==> config.mk <==
export PLATFORM = sky130hd
export DESIGN_NAME = div_ctrl
export DESIGN_NICKNAME = d
export VERILOG_FILES = /design/src/rtl/div_ctrl.sv
export SDC_FILE = /design/constraint.sdc
export NUM_CORES = 1
export LEC_CHECK = 0
export ABC_AREA = 1
export BUFFER_PORTS_ARGS = -buffer_cell sky130_fd_sc_hd__buf_2
export CAP_MARGIN = 25
export CORE_ASPECT_RATIO = 1.2
export CORE_UTILIZATION = 35
export CTS_BUF_LIST = sky130_fd_sc_hd__clkbuf_4
export DETAILED_ROUTE_END_ITERATION = 12
export PLACE_DENSITY = 0.59
export SLEW_MARGIN = 0
export SYNTH_ARGS = -nofsm -noshare
export SYNTH_HDL_FRONTEND = slang
export SYNTH_SLANG_ARGS = --single-unit
==> constraint.sdc <==
create_clock -name div_clk -period 1.76 [get_ports div_clk]
set_input_delay 0.352 -clock div_clk [delete_from_list [all_inputs] [get_ports div_clk]]
set_output_delay 0.352 -clock div_clk [all_outputs]
set_load 0.01 [all_outputs]
==> src/rtl/div_ctrl.sv <==
// div_ctrl: sequencer between the execute stage and the 33-cycle iterative
// divider. Accepts one DIV/DIVU request at a time, latches its operands,
// holds the divider start line high until completion, then returns the
// quotient/remainder through a valid/ready handshake. Divide-by-zero is
// answered directly without running the divider. A flush cancels any
// in-flight operation or pending result. A watchdog aborts a run that never
// completes and returns an error result.
//
// Ports:
//   div_clk, reset              clock, synchronous active-low reset
//   req_valid/req_ready         request handshake (req_signed, req_x, req_y)
//   flush                       cancel in-flight op / pending result
//   div_start, div_signed_o,
//   div_x, div_y                to divider (latched, stable through RUN)
//   div_s, div_r, div_complete  from divider
//   res_valid/res_ready         result handshake (res_quo, res_rem, res_err)
//   busy                        controller not idle
//
// TIMEOUT must be > 34 and <= 64 (the watchdog is 6 bits wide).
module div_ctrl #(
    parameter int unsigned TIMEOUT = 40
) (
    input  logic        div_clk,
    input  logic        reset,
    input  logic        req_valid,
    input  logic        req_signed,
    input  logic [31:0] req_x,
    input  logic [31:0] req_y,
    output logic        req_ready,
    input  logic        flush,
    output logic        div_start,
    output logic        div_signed_o,
    output logic [31:0] div_x,
    output logic [31:0] div_y,
    input  logic [31:0] div_s,
    input  logic [31:0] div_r,
    input  logic        div_complete,
    output logic        res_valid,
    input  logic        res_ready,
    output logic [31:0] res_quo,
    output logic [31:0] res_rem,
    output logic        res_err,
    output logic        busy
);

    typedef enum logic [1:0] {
        IDLE,
        RUN,
        DONE
    } state_t;

    state_t     state;
    state_t     state_nx;
    logic [5:0] wd;

    // Register load strobes decided by the next-state logic.
    logic       ld_op;       // latch operands for the divider
    logic       ld_zero;     // divide-by-zero result
    logic       ld_res;      // divider result
    logic       ld_timeout;  // watchdog abort result

    assign req_ready = (state == IDLE) && !flush && reset;
    assign div_start = (state == RUN);
    assign res_valid = (state == DONE);
    assign busy      = (state != IDLE);

    always_comb begin
        state_nx   = state;
        ld_op      = 1'b0;
        ld_zero    = 1'b0;
        ld_res     = 1'b0;
        ld_timeout = 1'b0;
        case (state)
            IDLE: begin
                if (req_valid && req_ready) begin
                    if (req_y != '0) begin
                        ld_op    = 1'b1;
                        state_nx = RUN;
                    end else begin
                        ld_zero  = 1'b1;
                        state_nx = DONE;
                    end
                end
            end
            RUN: begin
                // Flush wins over a completion arriving in the same cycle.
                if (flush) begin
                    state_nx = IDLE;
                end else if (div_complete) begin
                    ld_res   = 1'b1;
                    state_nx = DONE;
                end else if (wd == 6'(TIMEOUT - 1)) begin
                    ld_timeout = 1'b1;
                    state_nx   = DONE;
                end
            end
            DONE: begin
                if (flush || res_ready) begin
                    state_nx = IDLE;
                end
            end
            default: state_nx = IDLE;
        endcase
    end

    always_ff @(posedge div_clk) begin
        if (!reset) begin
            state        <= IDLE;
            wd           <= '0;
            div_x        <= '0;
            div_y        <= '0;
            div_signed_o <= 1'b0;
            res_quo      <= '0;
            res_rem      <= '0;
            res_err      <= 1'b0;
        end else begin
            state <= state_nx;
            // Counts RUN cycles; restarts from 0 on every entry to RUN.
            if (state == RUN && state_nx == RUN) begin
                wd <= wd + 6'd1;
            end else begin
                wd <= '0;
            end
            if (ld_op) begin
                div_x        <= req_x;
                div_y        <= req_y;
                div_signed_o <= req_signed;
            end
            if (ld_zero) begin
                res_quo <= '1;
                res_rem <= req_x;
                res_err <= 1'b0;
            end else if (ld_res) begin
                res_quo <= div_s;
                res_rem <= div_r;
                res_err <= 1'b0;
            end else if (ld_timeout) begin
                res_quo <= '0;
                res_rem <= '0;
                res_err <= 1'b1;
            end
        end
    end

endmodule

==> metrics, run 1 <==
Syn Inst Count 845; clock sinks 138; TNS Setup -0.0225 ns; layout cell share with drive strength beyond 1 0.329; unrepaired setup endpoints after global routing yes; Synth Flop Type dfxtp_1; most common cell in the netlist nor2_1; Crit Path Class in2reg; Worst path max stage delay 0.53 ns; Post-synth EDFFs 0; Max-slew headroom 0.581; most frequent cells after synthesis nor2_1 (227), dfxtp_1 (138), nand2_1 (114); worst slew pin tran 0.628 ns; post-route setup slack -0.0225 ns; post-synthesis register bit count 138; GP Congestion 0.847; Worst setup EP type register; fin crit period 1.78 ns; top post-synthesis cells by area dfxtp_1 (46%), nor2_1 (14%), nand2_1 (7.1%), nand4_1 (6.7%), o21ai_0 (4.4%); Max Clock Freq 561 MHz; type of origin of the critical path primary input; CP Depth 12; Synth top area share 0.456; Critical Path Fanout Max 17; die area 0.0179 mm^2; initial core utilization 0.359; H-tree depth 4; Hold Path Class in2reg; initial antenna violation count 4; MaxCap Viol Count 0; die width 122 um; row cnt 52; # fillers 1753; Synth cell types 30; Core Area 0.0169 mm^2; status finished, violations left; via count 6649; WL final 20700 um; drt pass-1 iters 5; CTS tree built; Setup Skew 0.0146 ns; pre-CTS setup slack -0.0403 ns; number of I/O pins 269; Multi-input gate area 0.00279 mm^2; maximum VDD drop 0.000411 V; Reg clk slew, reported paths 0.13 ns; largest net degree at the start of global routing 58; non-filler cells, final 1359; worst r2r path cells 7; slowest library cell on the worst path dlygate4sd3_1; Syn Nets 981; yosys warns 0; area grow syn2layout 42.4%; leakage 4.38 nW; Final #Nets 1262; vias per cell 4.89; post-route ant nets 0; clk_lat worst skew 0.54 ns; first-pass GRT wire length 30800 um; DR DRC count 0; final hold viol count 0; post-DP HPWL 13900 um; Final Setup Violations 1; Mapped Area 0.00606 mm^2; sequence of cells on the critical path dlygate4sd3_1 > buf_2 > nor2_2 > nand2_1 > nor2_1 > nand2_1 > nor2_4 > buf_12 > buf_12 > clkbuf_16 > a22oi_1 > a21oi_1; period utilization 1.01; Final Util 0.510; vias in the first global route 6137; worst path required time 2.22 ns; sequential area share after synthesis 0.456; syn_area_per_cell 7.18 um^2; WP data arrival 2.25 ns; Reg area 0.00277 mm^2; CTS Buffer Depth 2; failing checks setup timing; FFs w/ async S/R, synth 0; Inserted Clock Buffers 17; die height 146 um; Total GRT Usage 0.222; pins over their slew limit 0; Worst path top cell family by delay buffers and inverters; input/output buffers 268; Buf/Inv on CP 5; Wirelength per Cell 15.2 um; total power per unit cell area 759 mW/mm^2; total grt overflow 0; clk root buf clkbuf_4; top cell type by total area after synthesis dfxtp_1; placed insts 1300; Worst Hold Path Cells 3; Initial DRC Count 318
report_power, final:
| group | internal, mW | switching [mW] | total (mW) |
|---|---|---|---|
| logic | 0.326 | 0.390 | 0.716 |
| clock network | 1.30 | 1.28 | 2.58 |
| registers | 3.22 | 0.0454 | 3.26 |
through the flow:
stage	total power, mW	hold slack, ns	instance area, um^2
2_1_floorplan	3.62	0.418	6060
3_3_place_gp	3.99	0.468	7790
3_5_place_dp	3.99	0.473	7790
4_1_cts	6.60	0.00155	8380
5_1_grt	6.84	0.00683	8630
6_report	6.56	0.0485	8630
repair_timing:
action | 4_1_cts | 5_1_grt
setup endpoints to repair | 18 | 99
setup buffers | 3 | 3
hold buffers | 20 | 1
hold endpoints to repair | 20 | 1
gates cloned | 0 | 6
resized for setup | 6 | 44
pin swaps | 1 | 17
final cells by class:
type                       instances  share of cell area
clock buffer                      18              0.0157
inverter                          46              0.0212
antenna                            4             0.00116
sequential                       138               0.321
tap                              216              0.0313
multi-input combinational        588               0.323
timing repair buffer             335               0.262
clock inverter                    14              0.0251
worst paths after layout:
check / from / to / slack, ns
hold reg to reg: res_quo[18]$_SDFFE_PN0P_ / res_quo[18]$_SDFFE_PN0P_ / 0.49
setup reg to reg: state[0]$_SDFF_PN0_ / res_quo[2]$_SDFFE_PN0P_ / 0.10
setup / recovery: req_y[11] / res_quo[2]$_SDFFE_PN0P_ / -0.02
hold / removal: req_x[26] / div_x[26]$_SDFFE_PN0P_ / 0.05
worst register-to-register path, delay by kind of cell, from the launching register on:
| kind | cells | cell delay (ns) |
|---|---|---|
| flops | 1 | 0.38 |
| simple gates | 2 | 0.28 |
| buf+inv | 3 | 0.55 |
| compound gates | 2 | 0.38 |
cell usage in the layout (no fill, tap or decap), types with 8 or more instances in the layout:
master         netlist  layout
a21oi_1             34      34
a22oi_1             32      32
buf_12               0      16
buf_2               33     258
buf_4                9      29
clkbuf_4             0      18
dfxtp_1            138     134
dlygate4sd3_1        0      21
inv_1               42      40
nand2_1            114     111
nand3_1             34      34
nand4_1             65      65
nor2_1             227     220
nor2_2               2       8
o21ai_0             53      39
o21ai_1             14      25
logic make-up after synthesis:
family                   Yosys count  share of synthesized area
AO/OA/AOI/OAI                    134                      0.124
XOR/XNOR                           2                    0.00289
adder cells (fa/ha/maj)            1                    0.00206
buffers and inverters            119                     0.0941
flip-flops                       138                      0.456
AND/OR/NAND/NOR                  451                      0.321
per-layer routing:
layer,global-route usage,vias up,share of wire
li1,-,3367,-
met1,0.265,3024,0.42
met2,0.369,240,0.48
met3,0.0695,18,0.078
met4,0.0805,0,0.015
met5,0,-,0
registers in the layout, indices dropped and copies added, names as in the netlist:
name          flops
div_y            32
wd                6
res_quo          32
state             2
res_err           1
div_x            32
res_rem          32
div_signed_o      1
Note: power is estimated with default switching activity, not from simulation.
==> inputs of run 2 (changes only) <==
Settings changed: GPL_TIMING_DRIVEN set to 0.
==> run 2 against run 1 <==
The run still ends with setup timing left; sequential share of layout area fell by 0.37 points; utilization rose by 0.70 points; flip-flop and latch count did not move; register-to-register slack barely moved; hold slack got worse by 0.0038 ns; via count rose by 2.9%; non-clock buffer count rose by 55; routed wire length rose by 4.1%; critical path type is now reg2out; critical endpoint is now req_ready; largest cell class unchanged.
==> metrics, run 2 (synthesized netlist as in run 1, its figures left out) <==
initial core utilization 0.359 (unchanged); clk root buf clkbuf_4; Reg clk slew, reported paths 0.12 ns (about the same); layout cell share with drive strength beyond 1 0.337 (+0.00773); Initial DRC Count 354 (+11%); clk_lat worst skew 0.57 ns (+0.03 ns); H-tree depth 4 (unchanged); Final #Nets 1317 (+4.4%); Critical Path Fanout Max 3 (-14); largest net degree at the start of global routing 17 (-71%); placed insts 1328 (+2.2%); Final Setup Violations 1 (unchanged); total power per unit cell area 673 mW/mm^2 (-11%); worst path required time 1.41 ns (-0.81 ns); via count 6841 (+2.9%); Hold Path Class in2reg; die area 0.0179 mm^2 (unchanged); post-route setup slack -0.0241 ns (-0.00159 ns); Crit Path Class reg2out; number of I/O pins 269 (unchanged); Wirelength per Cell 15.3 um (+0.19%); GP Congestion 0.822 (-3.0%); Core Area 0.0169 mm^2 (unchanged); # fillers 1743 (-0.57%); die height 146 um (unchanged); DR DRC count 0 (unchanged); Total GRT Usage 0.236 (+0.0147); Inserted Clock Buffers 17 (unchanged); post-route ant nets 0 (unchanged); worst slew pin tran 0.678 ns (+0.0495 ns); clock sinks 138 (unchanged); Setup Skew 0.0221 ns (+0.00749 ns); initial antenna violation count 3 (-1); die width 122 um (unchanged); type of origin of the critical path register; Tot Pwr 5.89 mW (-10%); WHS 0.0447 ns (-0.00378 ns); WP data arrival 1.43 ns (-0.82 ns); total grt overflow 0 (unchanged); pins over their slew limit 0 (unchanged); vias per cell 4.84 (-0.97%); leakage 4.52 nW (+3.0%); drt pass-1 iters 4 (-1); CTS tree built; Max-slew headroom 0.548 (-0.0330); area grow syn2layout 44.3%; MaxCap Viol Count 0 (unchanged); period utilization 1.01 (about the same); post-DP HPWL 15600 um (+12%); WL final 21600 um (+4.1%); non-filler cells, final 1412 (+3.9%); Max Clock Freq 561 MHz (about the same); CP startpoint state[1]$_SDFF_PN0_; maximum VDD drop 0.000401 V (-2.4%); Worst setup EP type primary output; unrepaired setup endpoints after global routing yes; input/output buffers 267 (-0.37%); commonest non-fill, non-tap cell in the layout buf_2; row cnt 52 (unchanged); fin crit period 1.78 ns (+0.00159 ns); commonest cells after routing, fill and taps aside buf_2 (273), nor2_1 (223), dfxtp_1 (134); pre-CTS setup slack -0.205 ns (-0.165 ns); vias in the first global route 6626 (+8.0%); Reg-to-Reg Start state[0]$_SDFF_PN0_; final hold viol count 0 (unchanged); hold_sp req_x[20]; CTS Buffer Depth 2 (unchanged); first-pass GRT wire length 32800 um (+6.5%); status finished, violations left; failing checks setup timing
run 2: changes by cell type in the layout (fill, tap and decap cells not counted), sizes merged, moves of 3 or more:
cell / before / now
bufinv: 5 / 1
inv: 50 / 46
buf: 308 / 333
clkinv: 3 / 7
clkbuf: 24 / 41
dlygate4sd3: 21 / 30
clkinvlp: 2 / 5
dlymetal6s4s: 0 / 4
run 2: timing repair:
action                                  4_1_cts  5_1_grt
hold endpoints to repair                     34        0
hold buffers                                 34        0
endpoints found under the setup margin       56       97
setup buffers                                 3        9
gates cloned                                  0        5
pin swaps                                     2       16
resized for setup                            17      127
run 2: path summary, 6_finish.rpt:
check | end | slack (ns) | cells after the start
setup reg to reg | res_rem[6]$_SDFFE_PN0P_ | 0.09 | 11
setup / recovery | req_ready | -0.02 | 4
hold reg to reg | wd[0]$_SDFF_PN0_ | 0.45 | 1
hold / removal | div_x[20]$_SDFFE_PN0P_ | 0.04 | 3
run 2: final cells by class:
type | count | area, um^2 | share of cell area
Antenna cell | 3 | 7.51 | 0.000858
Clock inverter | 13 | 106 | 0.0122
Timing Repair Buffer | 317 | 1900 | 0.217
Clock buffer | 18 | 135 | 0.0154
Inverter | 46 | 178 | 0.0203
Multi-Input combinational cell | 588 | 2790 | 0.319
Tap cell | 216 | 270 | 0.0309
Sequential cell | 138 | 2770 | 0.317
Buffer | 73 | 593 | 0.0678
run 2: metrics by stage:
| stage | instance area [um^2] | util | setup TNS [ns] |
|---|---|---|---|
| final | 8750 | 0.517 | -0.0241 |
| after global routing | 8750 | 0.517 | -0.358 |
| after CTS | 8310 | 0.491 | -0.173 |
| after detailed placement | 7670 | 0.453 | -13.99 |
| after global placement | 7670 | 0.453 | -14.68 |
| after floorplan | 6060 | - | 0 |
run 2: worst max-delay path: stages, from the launching register on:
cell and delay, ns:
dfxtp_4 0.39, inv_4 0.06, nand2_4 0.05, nor3_4 0.19
buf_2 0.18
run 2: layer usage:
| metal | part of all wire | track usage |
|---|---|---|
| met5 | 0 | 0 |
| met4 | 0.026 | 0.0860 |
| met1 | 0.41 | 0.277 |
| met3 | 0.080 | 0.0742 |
| met2 | 0.48 | 0.399 |
run 2: where the power goes:
group	switching (mW)	internal [mW]
registers	0.0453	3.22
logic	0.399	0.338
clock network	1.21	0.689
==> inputs of run 3 (changes only) <==
Settings changed: CORE_UTILIZATION 35 to 49, PLACE_DENSITY 0.59 to 0.83.
==> run 3 against run 2 <==
The run now ends clean; clock skew is 0.010 ns lower; combinational power is 11% lower; power is 8.5% higher; via count is 1.4% lower; die area is 28% lower; setup slack better by 0.030 ns; utilization is 16 points higher; critical path type is now reg2reg.
==> metrics, run 3 (synthesized netlist as in run 1, its figures left out) <==
CTS tree built; CTS Buffer Depth 2 (unchanged); post-DP HPWL 14400 um (-8.0%); clk root buf clkbuf_4; fin crit period 1.75 ns (-0.0299 ns); initial core utilization 0.503 (+0.145); row cnt 44 (-15%); worst r2r path cells 10 (-1); final hold viol count 0 (unchanged); Crit Path Class reg2reg; Clock power frac 0.387 (+0.065); Critical Path Fanout Max 10 (+7); Final Setup Violations 0 (-1); area grow syn2layout 35.4%; # fillers 1129 (-35%); total power per unit cell area 779 mW/mm^2 (+16%); period utilization 0.997 (-0.0170); first-pass GRT wire length 29000 um (-12%); commonest cells after routing, fill and taps aside buf_2 (291), nor2_1 (213), dfxtp_1 (134); cts hold-fix bufs 0 (-100%); WL final 19300 um (-11%); Max Clock Freq 570 MHz (+1.7%); number of I/O pins 269 (unchanged); clk_lat worst skew 0.54 ns (-0.03 ns); clock sinks 138 (unchanged); Worst Hold Path Cells 3 (unchanged); total grt overflow 0 (unchanged); via count 6747 (-1.4%); post-placement cell area 0.00760 mm^2 (-0.90%); design area 0.00821 mm^2 (-6.2%); Reg clk slew, reported paths 0.13 ns (about the same); worst path required time 2.18 ns (+0.77 ns); type of origin of the critical path register; leakage 4.30 nW (-4.9%); die width 104 um (-15%); commonest non-fill, non-tap cell in the layout buf_2; Wirelength per Cell 14.7 um (-3.9%); Initial DRC Count 354 (unchanged); WP data arrival 2.17 ns (+0.74 ns); initial antenna violation count 1 (-2); post-route ant nets 0 (unchanged); pins over their slew limit 0 (unchanged); Hold Path Class in2reg; Core Area 0.0121 mm^2 (-29%); Sw Pwr 1.61 mW (-2.6%); Net Sw Frac 0.251 (-0.0287); Sequential Power Share 0.510 (-0.043); unrepaired setup endpoints after global routing yes; input/output buffers 267 (unchanged); GP Congestion 0.873 (+6.2%); maximum VDD drop 0.000595 V (+48%); Final Util 0.681 (+0.164); vias in the first global route 5963 (-10%); worst slew pin tran 0.521 ns (-0.157 ns); vias per cell 5.14 (+6.1%); total internal power 4.79 mW (+13%); Total GRT Usage 0.288 (+0.0515); Max-slew headroom 0.653 (+0.105); non-filler cells, final 1313 (-7.0%); H-tree depth 4 (unchanged); Final #Nets 1273 (-3.3%); combinational share of power 0.102 (-0.023); drt pass-1 iters 6 (+2); die height 124 um (-15%); status complete, no violations; largest net degree at the start of global routing 17 (unchanged); Worst setup EP type register; DR DRC count 0 (unchanged); Setup Skew 0.0122 ns (-0.00995 ns); die area 0.0128 mm^2 (-28%); layout cell share with drive strength beyond 1 0.347 (+0.00999); Inserted Clock Buffers 17 (unchanged); placed insts 1273 (-4.1%); MaxCap Viol Count 0 (unchanged)
==> run 3: repair_timing <==
action                                  4_1_cts  5_1_grt
cloned                                        0        3
endpoints found under the setup margin       51      124
pin swaps                                     1       29
gates resized for setup                       8       77
setup buffers                                 1        2
==> run 3: cell type report <==
class                   count  area [um^2]  share of cell area
clock inverters            13          200              0.0244
plain buffers              73          492              0.0599
diodes                      2         5.00            0.000610
repair buffers            273         1400               0.171
flip-flops and latches    138         2770               0.337
inverters                  46          178              0.0216
well taps                 161          201              0.0245
multi-input cells         588         2820               0.344
clock buffers              19          143              0.0174
==> run 3: worst paths after layout <==
path / slack (ns) / to / startpoint
setup / recovery: 0.006 / res_quo[6]$_SDFFE_PN0P_ / wd[0]$_SDFF_PN0_
hold / removal: 0.02 / div_signed_o$_SDFFE_PN0P_ / req_signed
setup reg to reg: 0.006 / res_quo[6]$_SDFFE_PN0P_ / wd[0]$_SDFF_PN0_
hold reg to reg: 0.45 / wd[0]$_SDFF_PN0_ / wd[0]$_SDFF_PN0_
==> run 3: per-stage QoR <==
stage	TNS [ns]	total power, mW	hold slack [ns]	setup slack [ns]
finish	0	6.40	0.0226	0.00586
global route	-2.61	6.64	0.0300	-0.0871
CTS	-0.00632	6.40	0.00706	-0.00343
detailed placement	-5.46	3.97	0.447	-0.0949
global placement	-4.66	3.96	0.434	-0.0737
floorplan	0	3.62	0.418	0.171
==> run 3: layer usage <==
layer | global-route usage | share of wire
met5 | 0 | 0
met4 | 0.108 | 0.026
met3 | 0.0644 | 0.070
met2 | 0.503 | 0.49
met1 | 0.349 | 0.42
==> run 3: power groups by stage <==
stage	Clock (mW)	Sequential, mW	Combinational, mW
final	2.48	3.26	0.655
after global routing	2.63	3.28	0.726
after CTS	2.50	3.26	0.640
after detailed placement	0	3.33	0.637
after global placement	0	3.33	0.629
after floorplan	0	3.38	0.242
==> run 3: critical path, stage by stage (launching register included) <==
cell,delay (ns)
dfxtp_4,0.38
ha_4,0.14
inv_2,0.03
nor2_1,0.08
nand2_1,0.07
nor2_1,0.13
nand4_1,0.21
buf_4,0.24
buf_2,0.18
nand4_1,0.10
a21oi_1,0.07
